**config.mk**
```make
export PLATFORM = sky130hd
export DESIGN_NAME = regfile_sb_flat
export DESIGN_NICKNAME = d
export VERILOG_FILES = /design/src/rtl/regfile_sb_if.sv /design/src/rtl/regfile_sb.sv /design/src/flat_wrapper.sv
export SDC_FILE = /design/constraint.sdc
export NUM_CORES = 2
export LEC_CHECK = 0
export BUFFER_PORTS_ARGS = -buffer_cell sky130_fd_sc_hd__buf_2
export CAP_MARGIN = 20
export CORE_MARGIN = 3
export CORE_UTILIZATION = 45
export CTS_BUF_LIST = sky130_fd_sc_hd__clkbuf_8
export DETAILED_ROUTE_END_ITERATION = 12
export GPL_TIMING_DRIVEN = 0
export PLACE_DENSITY_LB_ADDON = 0.25
export REMOVE_ABC_BUFFERS = 1
export SETUP_SLACK_MARGIN = 0.2
export SLEW_MARGIN = 40
export SYNTH_ARGS = -nofsm -noshare
export SYNTH_HDL_FRONTEND = slang
export SYNTH_SLANG_ARGS = --single-unit
```
**constraint.sdc**
```tcl
create_clock -name clk -period 2.45 [get_ports clk]
set_clock_uncertainty 0.1 [all_clocks]
set_input_delay 0.245 -clock clk [delete_from_list [all_inputs] [get_ports clk]]
set_output_delay 0.245 -clock clk [all_outputs]
set_load 0.01 [all_outputs]
```
**src/rtl/regfile_sb_if.sv**
```systemverilog
// Bundles the register-file read, write and scoreboard signals between decode
// and the register file so both sides agree on widths through one parameter set.
interface regfile_sb_if #(
    parameter int N     = 32,
    parameter int NREGS = 32
);
    localparam int AW = $clog2(NREGS);

    logic [AW-1:0] ra;
    logic [AW-1:0] rb;
    logic [N-1:0]  rda;
    logic [N-1:0]  rdb;

    logic          we0;
    logic [AW-1:0] rw0;
    logic [N-1:0]  wd0;

    logic          we1;
    logic [AW-1:0] rw1;
    logic [N-1:0]  wd1;

    logic          busy_set;
    logic [AW-1:0] busy_rd;

    logic          hazard_a;
    logic          hazard_b;
    logic          busy_any;

    // Master is the decode/writeback side, slave is the register file itself.
    modport master (
        output ra, rb, we0, rw0, wd0, we1, rw1, wd1, busy_set, busy_rd,
        input  rda, rdb, hazard_a, hazard_b, busy_any
    );

    modport slave (
        input  ra, rb, we0, rw0, wd0, we1, rw1, wd1, busy_set, busy_rd,
        output rda, rdb, hazard_a, hazard_b, busy_any
    );
endinterface

```
**src/rtl/regfile_sb.sv**
```systemverilog
// Two-read/two-write register file with write-to-read bypass, an optional
// hardwired zero register and a busy scoreboard for long-latency results.
module regfile_sb #(
    parameter int N        = 32,
    parameter int NREGS    = 32,
    parameter int ZERO_REG = 1,
    localparam int AW      = $clog2(NREGS)
) (
    input  logic         clk,
    input  logic         reset,
    regfile_sb_if.slave  bus
);
    logic [N-1:0]     regs_q [NREGS];
    logic [N-1:0]     regs_d [NREGS];
    logic [NREGS-1:0] busy_q;
    logic [NREGS-1:0] busy_d;
    logic             wrEn0;
    logic             wrEn1;
    logic             setEn;

    function automatic logic isZeroAddr(input logic [AW-1:0] addr);
        return (ZERO_REG != 0) && (addr == '0);
    endfunction

    // Port 1 is checked first so it overrides port 0 on a shared address.
    function automatic logic [N-1:0] bypassRead(
        input logic [AW-1:0] addr,
        input logic [N-1:0]  stored,
        input logic          en0,
        input logic [AW-1:0] addr0,
        input logic [N-1:0]  data0,
        input logic          en1,
        input logic [AW-1:0] addr1,
        input logic [N-1:0]  data1
    );
        if (isZeroAddr(addr))
            return '0;
        if (en1 && addr1 == addr)
            return data1;
        if (en0 && addr0 == addr)
            return data0;
        return stored;
    endfunction

    always_comb begin
        wrEn0 = bus.we0 && !isZeroAddr(bus.rw0);
        wrEn1 = bus.we1 && !isZeroAddr(bus.rw1);
        setEn = bus.busy_set && !isZeroAddr(bus.busy_rd);
    end

    always_comb begin
        regs_d = regs_q;
        if (wrEn0)
            regs_d[bus.rw0] = bus.wd0;
        if (wrEn1)
            regs_d[bus.rw1] = bus.wd1;
    end

    // A new issue to the register that is retiring this cycle keeps it busy.
    always_comb begin
        busy_d = busy_q;
        if (wrEn1)
            busy_d[bus.rw1] = 1'b0;
        if (setEn)
            busy_d[bus.busy_rd] = 1'b1;
    end

    always_ff @(posedge clk) begin
        if (reset) begin
            for (int i = 0; i < NREGS; i++)
                regs_q[i] <= '0;
            busy_q <= '0;
        end else begin
            regs_q <= regs_d;
            busy_q <= busy_d;
        end
    end

    always_comb begin
        bus.rda = bypassRead(bus.ra, regs_q[bus.ra], wrEn0, bus.rw0, bus.wd0,
                             wrEn1, bus.rw1, bus.wd1);
        bus.rdb = bypassRead(bus.rb, regs_q[bus.rb], wrEn0, bus.rw0, bus.wd0,
                             wrEn1, bus.rw1, bus.wd1);
    end

    // A port-1 result landing this cycle is already bypassed, so it clears the stall.
    always_comb begin
        bus.hazard_a = busy_q[bus.ra] && !(bus.we1 && bus.rw1 == bus.ra);
        bus.hazard_b = busy_q[bus.rb] && !(bus.we1 && bus.rw1 == bus.rb);
        bus.busy_any = |busy_q;
    end
endmodule

```
**src/flat_wrapper.sv**
```systemverilog
// flat-port wrapper written by rule: the top's interface ports become plain ports
module regfile_sb_flat 
#(
    parameter int N        = 32,
    parameter int NREGS    = 32,
    parameter int ZERO_REG = 1,
    localparam int AW      = $clog2(NREGS)
)
  (clk, reset, bus_ra, bus_rb, bus_we0, bus_rw0, bus_wd0, bus_we1, bus_rw1, bus_wd1, bus_busy_set, bus_busy_rd, bus_rda, bus_rdb, bus_hazard_a, bus_hazard_b, bus_busy_any);
  regfile_sb_if #(.N(N), .NREGS(NREGS)) bus_i ();
  input  logic clk;
  input  logic reset;
  input wire logic [$bits(bus_i.ra)-1:0] bus_ra;
  input wire logic [$bits(bus_i.rb)-1:0] bus_rb;
  input wire logic [$bits(bus_i.we0)-1:0] bus_we0;
  input wire logic [$bits(bus_i.rw0)-1:0] bus_rw0;
  input wire logic [$bits(bus_i.wd0)-1:0] bus_wd0;
  input wire logic [$bits(bus_i.we1)-1:0] bus_we1;
  input wire logic [$bits(bus_i.rw1)-1:0] bus_rw1;
  input wire logic [$bits(bus_i.wd1)-1:0] bus_wd1;
  input wire logic [$bits(bus_i.busy_set)-1:0] bus_busy_set;
  input wire logic [$bits(bus_i.busy_rd)-1:0] bus_busy_rd;
  output wire logic [$bits(bus_i.rda)-1:0] bus_rda;
  output wire logic [$bits(bus_i.rdb)-1:0] bus_rdb;
  output wire logic [$bits(bus_i.hazard_a)-1:0] bus_hazard_a;
  output wire logic [$bits(bus_i.hazard_b)-1:0] bus_hazard_b;
  output wire logic [$bits(bus_i.busy_any)-1:0] bus_busy_any;
  assign bus_i.ra = bus_ra;
  assign bus_i.rb = bus_rb;
  assign bus_i.we0 = bus_we0;
  assign bus_i.rw0 = bus_rw0;
  assign bus_i.wd0 = bus_wd0;
  assign bus_i.we1 = bus_we1;
  assign bus_i.rw1 = bus_rw1;
  assign bus_i.wd1 = bus_wd1;
  assign bus_i.busy_set = bus_busy_set;
  assign bus_i.busy_rd = bus_busy_rd;
  assign bus_rda = bus_i.rda;
  assign bus_rdb = bus_i.rdb;
  assign bus_hazard_a = bus_i.hazard_a;
  assign bus_hazard_b = bus_i.hazard_b;
  assign bus_busy_any = bus_i.busy_any;
  regfile_sb #(.N(N), .NREGS(NREGS), .ZERO_REG(ZERO_REG)) u_core (.clk(clk), .reset(reset), .bus(bus_i));
endmodule
```
==> flow_summary.yaml <==
hold_path:
  hp-class: "input pin to flop"
  worst_hold_path.num_cells: 6
  holdCritStartpoint: "bus_rw0[0]"
  hold_path_end: "u_core.regs_q[862]"
route:
  detail_route.drc_violations: 0
  final_antenna_net_count: 0
  route.final.wire_length_mm: 320
  dr.first_iter.drc_count: 13400
  ratio_of_routed_vias_to_standard_cells: 7.34
  dr_total_vias: 68700
  wl_per_cell_um: 34.2
  drt_first_pass_iters: 12
cts:
  clkTransAtPathRegs_ns: 0.06
  tritoncts_clock_tree: "built"
  ctsRootBufferMaster: "clkbuf_8"
  cts_htree_levels: 4
  max-clock-path-buffers: 3
  clock_network_latency_to_the_later_pin_of_the_worst_skew_pair_ns: 0.94
  numClockSinks: 1056
  tritoncts.num_buffers: 185
critical_path:
  worst-endpoint-arrival_ns: 2.91
  timing.critical_path.to_type: "primary output"
  worst_path_dominant_cell_family: "buffers and inverters"
  r2r-end: "u_core.regs_q[233]"
  worstSetupStartpointType: "input pin"
  regToRegSetupSlack_ns: 1.01
  worst-path-max-fanout: 15
  regToRegStartpoint: "u_core.regs_q[233]"
  path_cells: "buf_16 > buf_16 > xnor2_2 > nand4_1 > a211oi_4 > buf_6 > buf_12 > buf_8 > buf_6 > nand3b_1 > buf_4 > buf_12 > buf_12 > o221ai_4 > buf_2"
  worstPathBufferInverterCount: 10
  max_stage_delay_ns: 0.36
  critical_path_required_ns: 2.11
  setup_crit_path_kind: "input pin to primary output"
  critical-path-top-cell-by-count: "buf_12"
  reg2reg_depth: 3
  critPathSlowestCell: "a211oi_4"
layout:
  drive_gt1_share_pct: 22.5
  layout-area-overhead-vs-synth_pct: 23.5
  finished_layout_cells: 9369
  nFillCells: 11900
  nNetsFinal: 7426
synth:
  dominantRegCellSynth: "dfxtp_1"
  most_frequent_cell_after_synthesis: "nor2_1"
  synth_seq_area_share_pct: 32.7
  ys.warnings.count: 0
  ys_top_cells_by_area: "dfxtp_1 (33%), mux4_2 (13%), mux2i_1 (11%), a311oi_1 (7.8%), nor2_1 (6.5%)"
  synth-edff-count: 0
  synthDominantAreaCellType: "dfxtp_1"
  cell_types_with_the_highest_counts_after_synthesis: "nor2_1 (1120), dfxtp_1 (1056), nand2_1 (987)"
  post_synth_instance_area_um2: 64600
  gate_count_post_synth: 7395
  synth_area_per_cell_um2: 8.74
  synthDistinctLibCells: 51
  yosys_register_bits: 1056
  async_reset_ff_share_pct: 0
  synth_largest_type_area_fraction_pct: 32.7
floorplanning:
  core_region_area_um2: 142000
  die-width_um: 385
  num_rows: 138
  floorplan.initialDensity_pct: 45.5
  num_io_pins: 161
  area_enclosed_by_the_die_boundary_um2: 148000
  chipHeight_um: 385
timing:
  fin_tns_setup_ns: -47.30
  drv_slew: 0
  report.final.setup_viol: 67
  hold_slack_ns: 0.00626
  slew_at_the_pin_closest_to_its_max_slew_limit_ns: 0.875
  finalCriticalPeriod_ns: 3.26
  timing.final.hold_violations: 0
  unrepaired_setup_endpoints_after_global_routing: "true"
  maximum_operating_frequency_ghz: 0.307
  final.period_utilization_pct: 133
  worst_slew_margin_rel_pct: 41.5
  worst_setup_slack_final_ns: -0.805
placement:
  port-buffer-count: 160
  place.gp.congestion: 0.816
  placedCellCount: 8753
  dp_hpwl_mm: 186
global_routing:
  grt_overflow_total: 0
  grt_first_pass_wirelength_mm: 446
  grt_usage_pct: 40.7
  pin_count_of_the_biggest_net_entering_global_routing: 125
  number_of_antenna_violations_at_the_first_check_in_global_routing: 12
  vias_in_the_first_global_route: 64000
power:
  static-leakage-power_nw: 28.0
  vdd_drop_max_uv: 418
  power-per-cell-area_nw_per_um2: 524
status:
  status: "finished with violations"
  violations_in_the_final_reports: "negative setup slack"
run:
  timing.max_cap.violations: 0
## stage by stage
step                worst slack (ns)  util (%)  power, mW  area [um^2]
floorplan                      -6.16         -       20.0        60600
global placement              -20.55      44.9       23.0        63700
detailed placement             -2.78      49.2       23.2        70000
CTS                           -0.756      55.3       41.1        78600
global route                  -0.810      56.2       42.6        79800
finish                        -0.805      56.2       41.9        79800
## worst register-to-register path, cell delays in order (launching register included)
cell	delay, ns
dfxtp_1	0.35
nand2_1	0.08
a311oi_1	0.28
dlygate4sd3_1	0.59
## report_power, final
group          leakage [nW]  switching [mW]  total (mW)  internal, mW
Clock                  2.17            8.25        17.4          9.15
Combinational          17.3            4.11        6.70          2.59
Sequential             8.56           0.262        17.8          17.5
Total                  28.0            12.6        41.9          29.2
## final cells by class
cell class / instances / area, um^2 / area share [%]
Sequential cell: 1056 / 21200 / 26.6
Clock inverter: 78 / 405 / 0.508
Clock buffer: 247 / 3400 / 4.26
Antenna cell: 9 / 22.5 / 0.0282
Multi-Input combinational cell: 5292 / 41500 / 52.1
Inverter: 33 / 124 / 0.155
Timing Repair Buffer: 764 / 10700 / 13.5
Tap cell: 1890 / 2360 / 2.96
## kinds of logic after synthesis
family / count (synthesis) / share of synthesized area [%]
AND/OR/NAND/NOR: 2548 / 15.9
AO/OA/AOI/OAI: 1546 / 19.2
multiplexers: 1177 / 25.5
flip-flops: 1056 / 32.7
buffers and inverters: 1049 / 6.44
XOR/XNOR: 19 / 0.258
## registers in the layout, summed over array words and instances, names as in the netlist
register and cells:
u_core.regs_q 1024, u_core.busy_q 32
## worst max path at each step
stage	start	endpoint	slack [ns]	depth (start not counted)
2_1_floorplan	bus_rw0[3]	u_core.regs_q[416]	-6.16	4
5_1_grt	bus_rb[4]	bus_rdb[29]	-0.81	15
3_5_place_dp	bus_ra[0]	bus_rda[27]	-2.78	17
3_3_place_gp	bus_ra[0]	bus_rda[0]	-20.55	7
4_1_cts	u_core.regs_q[57]	bus_rda[25]	-0.76	6
6_report	bus_rb[4]	bus_rdb[29]	-0.81	15
## per-layer routing
| metal | part of all wire (%) | global-route usage, % |
|---|---|---|
| met5 | 0.075 | 0.694 |
| met2 | 40 | 56.6 |
| met3 | 16 | 15.0 |
| met4 | 8.7 | 29.6 |
| met1 | 35 | 51.5 |
## cells in the final DEF, fill, tap and decap left out, types with 39 or more instances in the layout
cell | synthesis | final
o221ai_1 | 98 | 62
dfxtp_1 | 1056 | 1002
nand2_4 | 0 | 46
bufbuf_16 | 0 | 40
buf_12 | 0 | 104
clkbuf_8 | 0 | 247
buf_2 | 150 | 146
buf_8 | 0 | 39
o22ai_1 | 63 | 63
a211oi_1 | 484 | 482
o221ai_4 | 0 | 58
buf_16 | 0 | 107
mux2_2 | 97 | 67
mux2i_1 | 716 | 716
dlygate4sd3_1 | 0 | 106
dfxtp_2 | 0 | 53
nand3_1 | 332 | 332
a21oi_1 | 99 | 97
nor2_1 | 1120 | 1101
buf_6 | 3 | 81
nand2_1 | 987 | 923
buf_4 | 3 | 130
inv_1 | 33 | 79
mux4_2 | 364 | 364
nor2b_1 | 40 | 39
a311oi_1 | 575 | 572
## repair_timing
item / in CTS / in global routing
endpoints found under the setup margin: 67 / 515
buffers inserted: 58 / 38
cloned: 44 / 5
hold buffers: 121 / 16
hold endpoints to repair: 1030 / 102
gates resized for setup: 309 / 136
pin swaps: 96 / 44
(Power assumes the default switching activity.)
